## src/rtl/radix4_div_pkg.sv

```systemverilog
// Shared definitions for the radix-4 signed divider: widths, saturation limits
// and the controller state encoding.
package radix4_div_pkg;

    localparam int DVD_W = 16;
    localparam int DVS_W = 8;
    localparam int ITER  = 4;
    localparam int R_W   = DVS_W + 2;

    localparam logic [DVS_W-1:0] Q_MAX = 8'h7F;
    localparam logic [DVS_W-1:0] Q_MIN = 8'h80;

    typedef enum logic [1:0] {
        IDLE = 2'd0,
        RUN  = 2'd1,
        FIX  = 2'd2,
        DONE = 2'd3
    } state_t;

endpackage

```

## src/rtl/radix4_div_step.sv

```systemverilog
// One restoring radix-4 iteration on magnitudes: shift two dividend bits into
// the partial remainder and subtract the largest multiple of |b| that fits.
module radix4_div_step
    import radix4_div_pkg::*;
(
    input  logic [DVS_W-1:0] r_in,
    input  logic [1:0]       dvd_bits,
    input  logic [DVS_W-1:0] b_mag,
    output logic [DVS_W-1:0] r_out,
    output logic [1:0]       q_digit
);

    logic [R_W-1:0] r_sh;
    logic [R_W-1:0] b1;
    logic [R_W-1:0] b2;
    logic [R_W-1:0] b3;

    assign r_sh = {r_in, dvd_bits};
    assign b1   = {2'b00, b_mag};
    assign b2   = {1'b0, b_mag, 1'b0};
    assign b3   = b1 + b2;

    // The remainder entering a step is below |b|, so the result fits back in DVS_W bits.
    always_comb begin
        q_digit = 2'd0;
        r_out   = r_in;
        if (r_sh >= b3) begin
            q_digit = 2'd3;
            r_out   = DVS_W'(r_sh - b3);
        end else if (r_sh >= b2) begin
            q_digit = 2'd2;
            r_out   = DVS_W'(r_sh - b2);
        end else if (r_sh >= b1) begin
            q_digit = 2'd1;
            r_out   = DVS_W'(r_sh - b1);
        end else begin
            q_digit = 2'd0;
            r_out   = DVS_W'(r_sh);
        end
    end

endmodule

```

## src/rtl/radix4_divider.sv

```systemverilog
// Sequential signed 16/8 divider, two quotient bits per cycle, truncating toward zero.
// Optional build macro DIV_SATURATE_EN: saturate the quotient on overflow instead of zeroing it.
module radix4_divider
    import radix4_div_pkg::*;
(
    input  logic             clk,
    input  logic             rst,
    input  logic             start,
    input  logic [DVD_W-1:0] a,
    input  logic [DVS_W-1:0] b,
    output logic [DVS_W-1:0] quot,
    output logic [DVS_W-1:0] rem,
    output logic             done,
    output logic             busy,
    output logic             overflow,
    output logic             div_by_zero
);

    state_t           state_q, state_d;
    logic [1:0]       iter_q, iter_d;
    logic             a_neg_q, a_neg_d;
    logic             b_neg_q, b_neg_d;
    logic [DVD_W-1:0] dvd_q, dvd_d;
    logic [DVS_W-1:0] b_mag_q, b_mag_d;
    logic [DVS_W-1:0] a_lo_q, a_lo_d;
    logic [DVS_W-1:0] r_q, r_d;
    logic [DVS_W-1:0] q_mag_q, q_mag_d;
    logic             pre_ovf_q, pre_ovf_d;
    logic             dbz_flag_q, dbz_flag_d;
    logic [DVS_W-1:0] res_quot_q, res_quot_d;
    logic [DVS_W-1:0] res_rem_q, res_rem_d;
    logic             res_ovf_q, res_ovf_d;
    logic [DVS_W-1:0] quot_q, quot_d;
    logic [DVS_W-1:0] rem_q, rem_d;
    logic             ovf_q, ovf_d;
    logic             dbz_q, dbz_d;
    logic             done_q, done_d;
    logic             busy_q, busy_d;

    logic             start_ok;
    logic [DVD_W:0]   a_abs;
    logic [DVS_W-1:0] b_abs;
    logic [DVS_W-1:0] step_r_in;
    logic [DVS_W-1:0] step_r_out;
    logic [1:0]       step_digit;
    logic             q_neg;
    logic [DVS_W-1:0] q_signed;
    logic [DVS_W-1:0] r_signed;
    logic             post_ovf;
    logic [DVS_W-1:0] sat_quot;

    // The done-pulse cycle still counts as busy, so a start there waits one more cycle.
    assign start_ok  = (state_q == IDLE) && start && !done_q;
    assign a_abs     = a[DVD_W-1] ? (17'd0 - {a[DVD_W-1], a}) : {1'b0, a};
    assign b_abs     = b[DVS_W-1] ? (8'd0 - b) : b;
    // The upper dividend byte seeds the remainder; it is below |b| whenever no overflow is flagged.
    assign step_r_in = (iter_q == 2'd0) ? dvd_q[DVD_W-1:DVS_W] : r_q;

    assign q_neg    = a_neg_q ^ b_neg_q;
    assign q_signed = q_neg ? (8'd0 - q_mag_q) : q_mag_q;
    assign r_signed = a_neg_q ? (8'd0 - r_q) : r_q;
    assign post_ovf = q_neg ? (q_mag_q > 8'd128) : (q_mag_q > 8'd127);

`ifdef DIV_SATURATE_EN
    assign sat_quot = q_neg ? Q_MIN : Q_MAX;
`else
    assign sat_quot = '0;
`endif

    radix4_div_step u_step (
        .r_in     (step_r_in),
        .dvd_bits (dvd_q[DVS_W-1:DVS_W-2]),
        .b_mag    (b_mag_q),
        .r_out    (step_r_out),
        .q_digit  (step_digit)
    );

    always_comb begin
        state_d    = state_q;
        iter_d     = iter_q;
        a_neg_d    = a_neg_q;
        b_neg_d    = b_neg_q;
        dvd_d      = dvd_q;
        b_mag_d    = b_mag_q;
        a_lo_d     = a_lo_q;
        r_d        = r_q;
        q_mag_d    = q_mag_q;
        pre_ovf_d  = pre_ovf_q;
        dbz_flag_d = dbz_flag_q;
        res_quot_d = res_quot_q;
        res_rem_d  = res_rem_q;
        res_ovf_d  = res_ovf_q;
        quot_d     = quot_q;
        rem_d      = rem_q;
        ovf_d      = ovf_q;
        dbz_d      = dbz_q;
        done_d     = (state_q == DONE);
        busy_d     = start_ok || (state_q != IDLE);

        case (state_q)
            IDLE: begin
                if (start_ok) begin
                    state_d    = RUN;
                    a_neg_d    = a[DVD_W-1];
                    b_neg_d    = b[DVS_W-1];
                    dvd_d      = a_abs[DVD_W-1:0];
                    b_mag_d    = b_abs;
                    a_lo_d     = a[DVS_W-1:0];
                    r_d        = '0;
                    iter_d     = '0;
                    q_mag_d    = '0;
                    quot_d     = '0;
                    rem_d      = '0;
                    ovf_d      = 1'b0;
                    dbz_d      = 1'b0;
                    dbz_flag_d = (b == '0);
                    pre_ovf_d  = (a_abs >= {1'b0, b_abs, 8'h00});
                end
            end
            RUN: begin
                r_d     = step_r_out;
                q_mag_d = {q_mag_q[DVS_W-3:0], step_digit};
                dvd_d   = {dvd_q[DVD_W-3:0], 2'b00};
                iter_d  = iter_q + 2'd1;
                if (iter_q == 2'(ITER - 1)) begin
                    state_d = FIX;
                end
            end
            FIX: begin
                state_d = DONE;
                if (dbz_flag_q) begin
                    res_quot_d = '0;
                    res_rem_d  = a_lo_q;
                    res_ovf_d  = 1'b0;
                end else if (pre_ovf_q || post_ovf) begin
                    res_quot_d = sat_quot;
                    res_rem_d  = '0;
                    res_ovf_d  = 1'b1;
                end else begin
                    res_quot_d = q_signed;
                    res_rem_d  = r_signed;
                    res_ovf_d  = 1'b0;
                end
            end
            DONE: begin
                state_d = IDLE;
                quot_d  = res_quot_q;
                rem_d   = res_rem_q;
                ovf_d   = res_ovf_q;
                dbz_d   = dbz_flag_q;
            end
            default: state_d = IDLE;
        endcase
    end

    always_ff @(posedge clk or negedge rst) begin
        if (!rst) begin
            state_q    <= IDLE;
            iter_q     <= '0;
            a_neg_q    <= 1'b0;
            b_neg_q    <= 1'b0;
            dvd_q      <= '0;
            b_mag_q    <= '0;
            a_lo_q     <= '0;
            r_q        <= '0;
            q_mag_q    <= '0;
            pre_ovf_q  <= 1'b0;
            dbz_flag_q <= 1'b0;
            res_quot_q <= '0;
            res_rem_q  <= '0;
            res_ovf_q  <= 1'b0;
            quot_q     <= '0;
            rem_q      <= '0;
            ovf_q      <= 1'b0;
            dbz_q      <= 1'b0;
            done_q     <= 1'b0;
            busy_q     <= 1'b0;
        end else begin
            state_q    <= state_d;
            iter_q     <= iter_d;
            a_neg_q    <= a_neg_d;
            b_neg_q    <= b_neg_d;
            dvd_q      <= dvd_d;
            b_mag_q    <= b_mag_d;
            a_lo_q     <= a_lo_d;
            r_q        <= r_d;
            q_mag_q    <= q_mag_d;
            pre_ovf_q  <= pre_ovf_d;
            dbz_flag_q <= dbz_flag_d;
            res_quot_q <= res_quot_d;
            res_rem_q  <= res_rem_d;
            res_ovf_q  <= res_ovf_d;
            quot_q     <= quot_d;
            rem_q      <= rem_d;
            ovf_q      <= ovf_d;
            dbz_q      <= dbz_d;
            done_q     <= done_d;
            busy_q     <= busy_d;
        end
    end

    assign quot        = quot_q;
    assign rem         = rem_q;
    assign overflow    = ovf_q;
    assign div_by_zero = dbz_q;
    assign done        = done_q;
    assign busy        = busy_q;

endmodule

```

## config.mk

```make
export PLATFORM = sky130hd
export DESIGN_NAME = radix4_divider
export DESIGN_NICKNAME = d
export VERILOG_FILES = /design/src/rtl/radix4_div_pkg.sv /design/src/rtl/radix4_div_step.sv /design/src/rtl/radix4_divider.sv
export SDC_FILE = /design/constraint.sdc
export NUM_CORES = 1
export LEC_CHECK = 0
export ABC_AREA = 1
export CAP_MARGIN = 25
export CORE_MARGIN = 2
export CORE_UTILIZATION = 65
export DETAILED_ROUTE_END_ITERATION = 16
export PLACE_DENSITY = 0.89
export SYNTH_ARGS = -nofsm -noshare
export SYNTH_HDL_FRONTEND = slang
export SYNTH_HIERARCHICAL = 1
export SYNTH_SLANG_ARGS = --single-unit
```

## constraint.sdc

```tcl
create_clock -name clk -period 8.78 [get_ports clk]
set_input_delay 2.634 -clock clk [delete_from_list [all_inputs] [get_ports clk]]
set_output_delay 2.634 -clock clk [all_outputs]
set_load 0.02 [all_outputs]
```

# Word-level counts from Yosys, hierarchy flattened
# Index checks and enable logic that the tools add are counted.
[word_totals]
reg_bits = 93
in_bits = 27
wordCells = 90
[classes]
n_addsub = 9
order_cmp = 6
n_eq_ne = 6
mux = 33
n_bitwise = 1
n_reduce_logical = 15
[op_table]
columns = ["operator", "n"]
rows = [
  ["$mux 8", 12],
  ["$pmux 8 s2", 4],
  ["$pmux 16 s2", 1],
  ["$sub 1x8->8 const A", 3],
  ["$sub 8x8->8", 3],
  ["$ge 17x16->1", 1],
  ["$mux 17", 1],
  ["$sub 1x16->17 const A", 1],
  ["$mux 16", 1],
  ["$add 8x9->10", 1],
  ["$ge 10x10->1", 1],
  ["$ge 10x8->1", 1],
  ["$ge 10x9->1", 1],
  ["$mux 2", 5],
  ["$gt 8x7->1 const B", 1],
  ["$gt 8x8->1 const B", 1],
  ["$logic_not 8->1", 1],
  ["$pmux 2 s4", 1],
  ["$reduce_and 2->1", 4],
  ["$eq 2x2->1 const B", 3],
  ["$reduce_bool 2->1", 3],
  ["$mux 1", 5],
  ["$logic_not 2->1", 2],
  ["$ne 2x2->1 const B", 2],
  ["8 further kinds", 11],
]

# Depth between registers and ports, before layout
# Gate-level depths: netlist (run 1).
[logic_depth]
depth_word = 7
mapped_depth = 20

# Cells and area by module
# The synthesis (run 1) kept the hierarchy.
[by_module_without_submodules]
columns = ["module", "instances", "cells_per_inst", "area_per_inst_um2"]
rows = [
  ["radix4_divider", 1, 625, 5036.1],
  ["radix4_div_step", 1, 307, 1818.0],
]

# Least setup slack after synthesis (run 1)
# Ideal clock, no wire load.
[synth_timing]
kind = "input-to-reg"
from = "input port a[0]"
to = "register pre_ovf_q"
setup_ns = 0.071
arrival_ns = 4.408
required_ns = 8.709
slack_ns = 4.301
path_stages = 15
n_path_buf = 0
cell_sequence = "inv_1 -> ha_1 -> nand3_1 -> o21ai_1 -> nand2_1 -> xor2_1 -> ha_1 -> nand2_1 -> nor3_1 -> nand3_1 -> nor3_1 -> nand3_1 -> nand2_1 -> nor2_1 -> nor2_1"
[synth_via]
elab_chain_cells = 3
[synth_rtl]
columns = ["item", "line_no", "rtl"]
rows = [
  ["start, declared", "radix4_divider.sv:9", "input logic [DVD_W-1:0] a,"],
  ["$sub 1x16->17", "radix4_divider.sv:54", "assign a_abs = a[DVD_W-1] ? (17'd0 - {a[DVD_W-1], a}) : {1'b0, a};"],
  ["$mux 17 *", "radix4_divider.sv:54", ""],
  ["$ge 17x16->1 *", "radix4_divider.sv:117", "pre_ovf_d = (a_abs >= {1'b0, b_abs, 8'h00});"],
  ["end signal, assigned", "radix4_divider.sv:188", "pre_ovf_q <= pre_ovf_d;"],
  ["end, declared", "radix4_divider.sv:28", "logic pre_ovf_q, pre_ovf_d;"],
]
# Mark *: on every way between the ends. The rest lies on a longest branch, timed or not.
# A chain may end at the register's enable or synchronous reset.

# Worst setup path after layout (run 1)
[layout_timing]
from = "input port start"
to = "register dvd_q[2]"
[layout_via]
elab_chain_cells = 4
[layout_rtl]
columns = ["item", "line_no", "rtl"]
rows = [
  ["start, declared", "radix4_divider.sv:8", "input logic start,"],
  ["$logic_and 1x1->1 (2 in series)", "radix4_divider.sv:53", "assign start_ok = (state_q == IDLE) && start && !done_q;"],
  ["$ne 2x2->1 (no line)", "n/a", ""],
  ["$reduce_and 2->1 (no line)", "n/a", ""],
  ["end signal, assigned", "radix4_divider.sv:183", "dvd_q <= dvd_d;"],
  ["end, declared", "radix4_divider.sv:23", "logic [DVD_W-1:0] dvd_q, dvd_d;"],
]
# No other way between the ends.

==> results of run 1 <==
## cell usage in the layout (no fill, tap or decap), types with 4 or more instances in the layout
cell type and count:
nand2_1 227, ha_1 52, nor2_1 60, o21bai_4 4, o21ai_2 6, dfrtp_1 93
nand4_1 10, clkbuf_8 9, or2_2 4, a21oi_1 49, o21ai_0 68, fa_1 4
nor3_1 8, o22ai_1 7, nand3_1 82, nand2_2 4, inv_2 8, clkdlybuf4s50_1 45
inv_1 119, o21ai_1 24, nand3b_1 6, nor2_4 4, xor2_1 34
## how the worst max path moves through the flow
stage                     startpoint         to  slack [ps]  cells past startpoint
after floorplan                 a[0]  pre_ovf_q        4300                     15
after global placement         start   dvd_q[2]        3240                      9
after detailed placement       start   dvd_q[2]        3150                      9
after CTS                      start   dvd_q[2]        3500                      9
after global routing            a[0]  pre_ovf_q        3600                     16
final                          start   dvd_q[2]        3820                     10
## cell type report
cell class / instances / area (sq um) / area share
multi-input combinational: 684 / 3920 / 0.512
sequential: 93 / 2330 / 0.304
timing repair buffer: 50 / 515 / 0.0673
inverter: 130 / 492 / 0.0642
tap: 136 / 170 / 0.0222
clock buffer: 9 / 124 / 0.0162
clock inverter: 7 / 106 / 0.0139
## logic make-up (layout without fill, tap and decap cells)
| group | Yosys count | after routing | share of synthesized area |
|---|---|---|---|
| flip-flops | 93 | 93 | 0.340 |
| AO/OA/AOI/OAI | 176 | 176 | 0.150 |
| buffers and inverters | 155 | 196 | 0.0889 |
| XOR/XNOR | 36 | 36 | 0.0460 |
| adder cells (fa/ha/maj) | 56 | 56 | 0.107 |
| AND/OR/NAND/NOR | 416 | 416 | 0.269 |
## stage by stage
| step | instance area, sq um | worst slack (ps) | cells | utilization |
|---|---|---|---|---|
| final | 7660 | 3820 | 1109 | 0.745 |
| after global routing | 7660 | 3600 | 1109 | 0.745 |
| after CTS | 7640 | 3500 | 1108 | 0.743 |
| after detailed placement | 7410 | 3150 | 1092 | 0.721 |
| after global placement | 7380 | 3240 | 1091 | 0.718 |
| after floorplan | 6850 | 4300 | 932 | - |
## critical path: stages
cell             delay [ps]
clkdlybuf4s50_1         460
nand2_1                  70
nor2_2                  610
inv_2                   490
o21ai_2                 220
buf_8                   220
inv_2                   170
a21oi_1                 150
o21ai_1                  80
o21a_1                  110
## flip-flops by register name, indices dropped and copies added (netlist names)
name,flops
r_q,8
div_by_zero,1
res_rem_q,8
iter_q,2
dvd_q,16
quot,8
a_lo_q,8
res_quot_q,8
b_neg_q,1
busy,1
pre_ovf_q,1
q_mag_q,8
done,1
state_q,2
b_mag_q,8
dbz_flag_q,1
rem,8
overflow,1
res_ovf_q,1
a_neg_q,1
## per-layer routing
metal	up-vias	GRT usage	part of all wire
met5	-	0	0
li1	3120	-	-
met4	0	0.0853	0.023
met1	2925	0.423	0.45
met3	35	0.0347	0.071
met2	262	0.498	0.46
==> impl_metrics.yaml, run 1 <==
clocking:
  cts_tree: "yes"
  cts_max_path_buffers: 2
  cts-resized-gates: 0
  cts_setup_buffers: 0
  numCtsBuffers: 9
  clock_sinks: 93
  worstSkewPairLatency_ps: 370
  htreeDepth: 3
  clockRootBuffer: "clkbuf_8"
  postCtsHoldBufs: 0
  cts.clk_slew.worst_paths_ps: 100
die:
  std_cell_rows: 37
  core_sq_mm: 0.0103
  die_area_sq_mm: 0.0114
  start_util: 0.667
  dieWidth_um: 107
  die_y_um: 107
  ioPinCount: 47
route:
  wirelength_um: 16700
  post_drt_wl_per_cell_um: 15.0
  via_count: 6342
  via_per_inst: 5.72
  drcViolationCount: 0
  drt-pass1-iter-count: 5
  drt_iter0_drc: 515
  ant_nets: 0
logic_synthesis:
  synth_edf_count: 0
  syn_area_per_cell_sq_um: 7.35
  synth_warnings: 6
  ys_seq_area_frac: 0.340
  synth.distinct_cells: 49
  netlist_area_sq_mm: 0.00685
  synth_nets: 1015
  yosys-top-cells-area: "dfrtp_1 (34%), nand2_1 (12%), ha_1 (9.5%)"
  synth.most_common_cell: "nand2_1"
  ys_ff_latch: 93
  synth.top_cell.area_share: 0.340
  synth_common_cells: "nand2_1 (227), inv_1 (119), dfrtp_1 (93)"
  ys.flop_type: "dfrtp_1"
  synthCells: 932
  async_flop_share: 1.00
  yosys.area.top_type: "dfrtp_1"
job:
  cap_violations: 0
timing:
  finClkSkew_ps: 12.9
  grt_setup_unrepaired: "no"
  setup_violations: 0
  setup_tns_ps: 0
  finalMaxSlewViolations: 0
  fmax_mhz: 202
  finalCritPeriodShare: 0.565
  worst_slew_pin_slew_ps: 988
  hold_violations: 0
  max-slew-margin-rel: 0.335
  min_period_ps: 4960
  hold_ws_ps: 490
worst_setup_path:
  r2r_start: "b_mag_q[1]"
  crit_arrival_ps: 5230
  endpoint_kind: "flop"
  cp.required_ps: 9050
  r2r_end: "r_q[6]"
  cp_max_fo: 38
  r2r_cells: 18
  cp-start-kind: "input pin"
  r2r_slack_ps: 5190
  path_class: "input pin to flop"
hold_path:
  whs_path_depth: 2
  min_from: "dvd_q[1]"
  hold_class: "flop to flop"
  min_to: "dvd_q[1]"
cells_and_area:
  drive_gt1_frac: 0.0678
  nets: 1051
  nFillCells: 798
  area_growth_pct: 11.7
  antennaDiodeCount: 0
placed_design:
  place_congestion: 1.01
  dpl.hpwl_um: 12500
  portBuffers: 46
grt:
  overflow: 0
  grt_usage: 0.302
  grt_max_degree: 74
  grt_pass1_wl_um: 27400
  antenna_found_initial: 0
  grt_pass1_vias: 5688
outcome:
  outcome: "completed"
Power of run 1 is left out: the tool's default activity adds up to more than one toggle a clock period on the data nets, which glitch-free logic cannot reach.
==> inputs of run 2 (changes only) <==
Settings changed: CORE_UTILIZATION 65 to 60, PLACE_DENSITY 0.89 to 0.83.
Clock period 8.78 ns to 5.1 ns, I/O delays scaled along.
==> impl_metrics.yaml, run 2 (synthesized netlist as in run 1, its figures left out) <==
clocking:
  cts-resized-gates: 0
  clock_sinks: 93
  numCtsBuffers: 9
  worstSkewPairLatency_ps: 340
  cts_tree: "yes"
  clockRootBuffer: "clkbuf_16"
  htreeDepth: 3
  postCtsHoldBufs: 0
  cts.clk_slew.worst_paths_ps: 70
  cts_max_path_buffers: 2
  cts_setup_buffers: 0
worst_setup_path:
  cp.required_ps: 5380
  critical_path.most_common_cell: "nand2_1"
  cp_max_fo: 21
  r2r_slack_ps: 1450
  crit_arrival_ps: 4040
  r2r_start: "b_mag_q[1]"
  cpPeakStageDelay_ps: 910
  endpoint_kind: "flop"
  crit_start: "a[15]"
  path_class: "input pin to flop"
  cpMaxStageDelayCell: "clkdlybuf4s50_1"
  cp-start-kind: "input pin"
  critical_path.cell_chain: "clkdlybuf4s50_1 > inv_1 > o21ai_0 > nand2_1 > ha_1 > nand2_1 > nor3_1 > nand3_1 > nor3_1 > nand3_1 > nand2_1 > nor2_1 > nor2_1"
placed_design:
  portBuffers: 46
  dpl.hpwl_um: 12600
  place_congestion: 0.957
route:
  ant_nets: 0
  via_per_inst: 5.62
  drt_iter0_drc: 562
  drt-pass1-iter-count: 5
  post_drt_wl_per_cell_um: 14.7
  via_count: 6276
  wirelength_um: 16400
  drcViolationCount: 0
die:
  ioPinCount: 47
  std_cell_rows: 39
  dieWidth_um: 111
  die_y_um: 111
  start_util: 0.608
  die_area_sq_mm: 0.0123
  core_sq_mm: 0.0113
cells_and_area:
  nets: 1052
  area_growth_pct: 12.5
  largest_register: "dvd_q"
  largest_reg_flops: 16
  layout_commonest_cell: "nand2_1"
  drive_gt1_frac: 0.0688
  final_cell_mix: "nand2_1 (227), inv_1 (119), dfrtp_1 (93), nand3_1 (82), o21ai_0 (68)"
  antennaDiodeCount: 0
job:
  cap_violations: 0
timing:
  setup_violations: 0
  finClkSkew_ps: 5.24
  max-slew-margin-rel: 0.374
  grt_setup_unrepaired: "no"
  hold_violations: 0
  worst_slew_pin_slew_ps: 929
  finalMaxSlewViolations: 0
  finalCritPeriodShare: 0.739
  setup_tns_ps: 0
  fmax_mhz: 265
  min_period_ps: 3770
grt:
  grt_max_degree: 64
  grt_pass1_vias: 5850
  overflow: 0
  grt_pass1_wl_um: 28500
  antenna_found_initial: 0
  grt_usage: 0.284
hold_path:
  hold_class: "flop to flop"
  min_from: "res_quot_q[7]"
outcome:
  outcome: "completed"
## run 2: final timing paths
kind	endpoint	cells past startpoint
max	pre_ovf_q	13
min	res_quot_q[7]	2
max reg2reg	r_q[0]	18
min reg2reg	res_quot_q[7]	2
max in group asynchronous	rem[2]	2
min in group asynchronous	res_quot_q[2]	1
## run 2: stage by stage
| stage | hold slack, ps | worst slack, ps | cells | area [sq um] | utilization |
|---|---|---|---|---|---|
| floorplan | 442 | 1720 | 932 | 6850 | - |
| global placement | 457 | 1080 | 1101 | 7410 | 0.658 |
| detailed placement | 468 | 973 | 1101 | 7410 | 0.658 |
| CTS | 484 | 1320 | 1117 | 7710 | 0.684 |
| global route | 517 | 1050 | 1117 | 7710 | 0.684 |
| finish | 486 | 1330 | 1117 | 7710 | 0.684 |
## run 2: critical path: cells and delay by family
family,cells,cell delay [ps]
buffers and inverters,2,1140
and+or+nand+nor,9,870
adders and majority gates,1,290
AOI/OAI and AO/OA,1,220
## run 2: metal layers
metal | wire length (um) | global-route usage
met1 | 7640 | 0.407
met2 | 7370 | 0.440
met3 | 945 | 0.0437
met4 | 489 | 0.0983
met5 | 0 | 0
## run 2: area by class of cell
type | instances | area [sq um]
Clock buffer | 9 | 225
Clock inverter | 7 | 68.8
Fill cell | 961 | 3560
Inverter | 130 | 492
Multi-Input combinational cell | 684 | 3920
Sequential cell | 93 | 2330
Tap cell | 143 | 179
Timing Repair Buffer | 51 | 495
Power of run 2 is left out for the same reason.
==> inputs of run 3 (changes only) <==
Clock period 5.1 ns to 3.6 ns, I/O delays scaled along.
==> impl_metrics.yaml, run 3 (synthesized netlist as in run 1, its figures left out) <==
route:
  ant_nets: 0
  via_per_inst: 5.62
  post_drt_wl_per_cell_um: 15.1
  wirelength_um: 17100
  via_count: 6368
  drcViolationCount: 0
  drt_iter0_drc: 561
  drt-pass1-iter-count: 5
grt:
  antenna_found_initial: 0
  grt_max_degree: 39
  overflow: 0
  grt_usage: 0.283
  grt_pass1_vias: 5961
  grt_pass1_wl_um: 28400
die:
  core_sq_mm: 0.0113
  dieWidth_um: 111
  die_area_sq_mm: 0.0123
  std_cell_rows: 39
  start_util: 0.608
  die_y_um: 111
  ioPinCount: 47
clocking:
  postCtsHoldBufs: 0
  htreeDepth: 3
  cts_tree: "yes"
  cts.clk_slew.worst_paths_ps: 70
  numCtsBuffers: 9
  cts_max_path_buffers: 2
  worstSkewPairLatency_ps: 340
  clock_sinks: 93
  clockRootBuffer: "clkbuf_16"
worst_setup_path:
  endpoint_kind: "flop"
  cp-start-kind: "flop"
  cp.buffers_inverters: 1
  r2r_cells: 14
  r2r_slack_ps: 310
  cpMaxStageDelayCell: "o21ai_0"
  r2r_start: "iter_q[0]"
  critical_path.cell_chain: "inv_1 > ha_1 > o21ai_0 > ha_1 > nand2_1 > nor2_1 > nand3b_1 > nand4_1 > nand3_1 > nand2_1 > nand2_1 > nand2_1 > nand3_1 > o21ai_0"
  crit_arrival_ps: 3500
  cp.required_ps: 3820
  path_class: "flop to flop"
  r2r_end: "r_q[7]"
  critical_path.most_common_cell: "nand2_1"
  cp_max_fo: 16
  cpPeakStageDelay_ps: 810
  crit_family: "simple AND/OR/NAND/NOR gates"
cells_and_area:
  drive_gt1_frac: 0.0858
  nets: 1069
  nFillCells: 941
  regArea_sq_mm: 0.00233
  area_growth_pct: 15.0
  antennaDiodeCount: 0
  final_cell_mix: "nand2_1 (227), inv_1 (119), dfrtp_1 (93), nand3_1 (82), o21ai_0 (67)"
  largest_register: "dvd_q"
  layout_commonest_cell: "nand2_1"
  largest_reg_flops: 16
  multiInputGateArea_sq_mm: 0.00395
job:
  cap_violations: 0
hold_path:
  min_to: "dvd_q[1]"
  min_from: "dvd_q[1]"
  whs_path_depth: 2
  hold_class: "flop to flop"
placed_design:
  portBuffers: 46
  dp_slack_ps: -11.0
  dpl.hpwl_um: 12900
  place_congestion: 0.945
timing:
  finClkSkew_ps: 10.8
  max-slew-margin-rel: 0.371
  hold_ws_ps: 474
  finalWorstSetupSlack_ps: 311
  finalCritPeriodShare: 0.914
  grt_setup_unrepaired: "no"
  worst_slew_pin_slew_ps: 934
  finalMaxSlewViolations: 0
  setup_violations: 0
  hold_violations: 0
  fmax_mhz: 304
  min_period_ps: 3290
outcome:
  outcome: "completed"
run 3: worst min-delay path, stage by stage (launching register included):
cell	delay [ps]
dfrtp_1	340
nand2_1	50
nand2_1	50
run 3: worst max path at each step:
| stage | depth (start not counted) | slack [ps] | startpoint | endpoint |
|---|---|---|---|---|
| 3_5_place_dp | 18 | -10 | a[1] | pre_ovf_q |
| 6_report | 14 | 310 | iter_q[0] | r_q[7] |
| 4_1_cts | 18 | 110 | b_mag_q[1] | r_q[0] |
| 2_1_floorplan | 18 | 610 | b_mag_q[1] | r_q[6] |
| 5_1_grt | 18 | 60 | b_mag_q[1] | r_q[4] |
| 3_3_place_gp | 18 | 30 | a[1] | pre_ovf_q |
run 3: per-layer routing:
metal,track usage,vias up,part of all wire
li1,-,3162,-
met1,0.393,2932,0.45
met2,0.467,251,0.47
met3,0.0399,23,0.067
met4,0.0767,0,0.015
met5,0,-,0
run 3: area by class of cell:
| class | count | area share |
|---|---|---|
| clock buffer | 10 | 0.0303 |
| clock inverter | 6 | 0.00984 |
| inverter | 130 | 0.0624 |
| multi-input combinational | 685 | 0.502 |
| sequential | 93 | 0.295 |
| tap | 143 | 0.0227 |
| timing repair buffer | 67 | 0.0781 |
run 3: timing repair:
item,in CTS,in global routing
setup endpoints to repair,0,10
setup buffers,0,1
gates resized for setup,0,4
run 3: metrics by stage:
step,std cells,setup TNS [ps],cell area (sq um),utilization
2_1_floorplan,932,0,6850,-
3_3_place_gp,1115,0,7520,0.667
3_5_place_dp,1116,-11.0,7530,0.668
4_1_cts,1132,0,7840,0.696
5_1_grt,1134,0,7880,0.699
6_report,1134,0,7880,0.699
Power of run 3 is left out for the same reason.
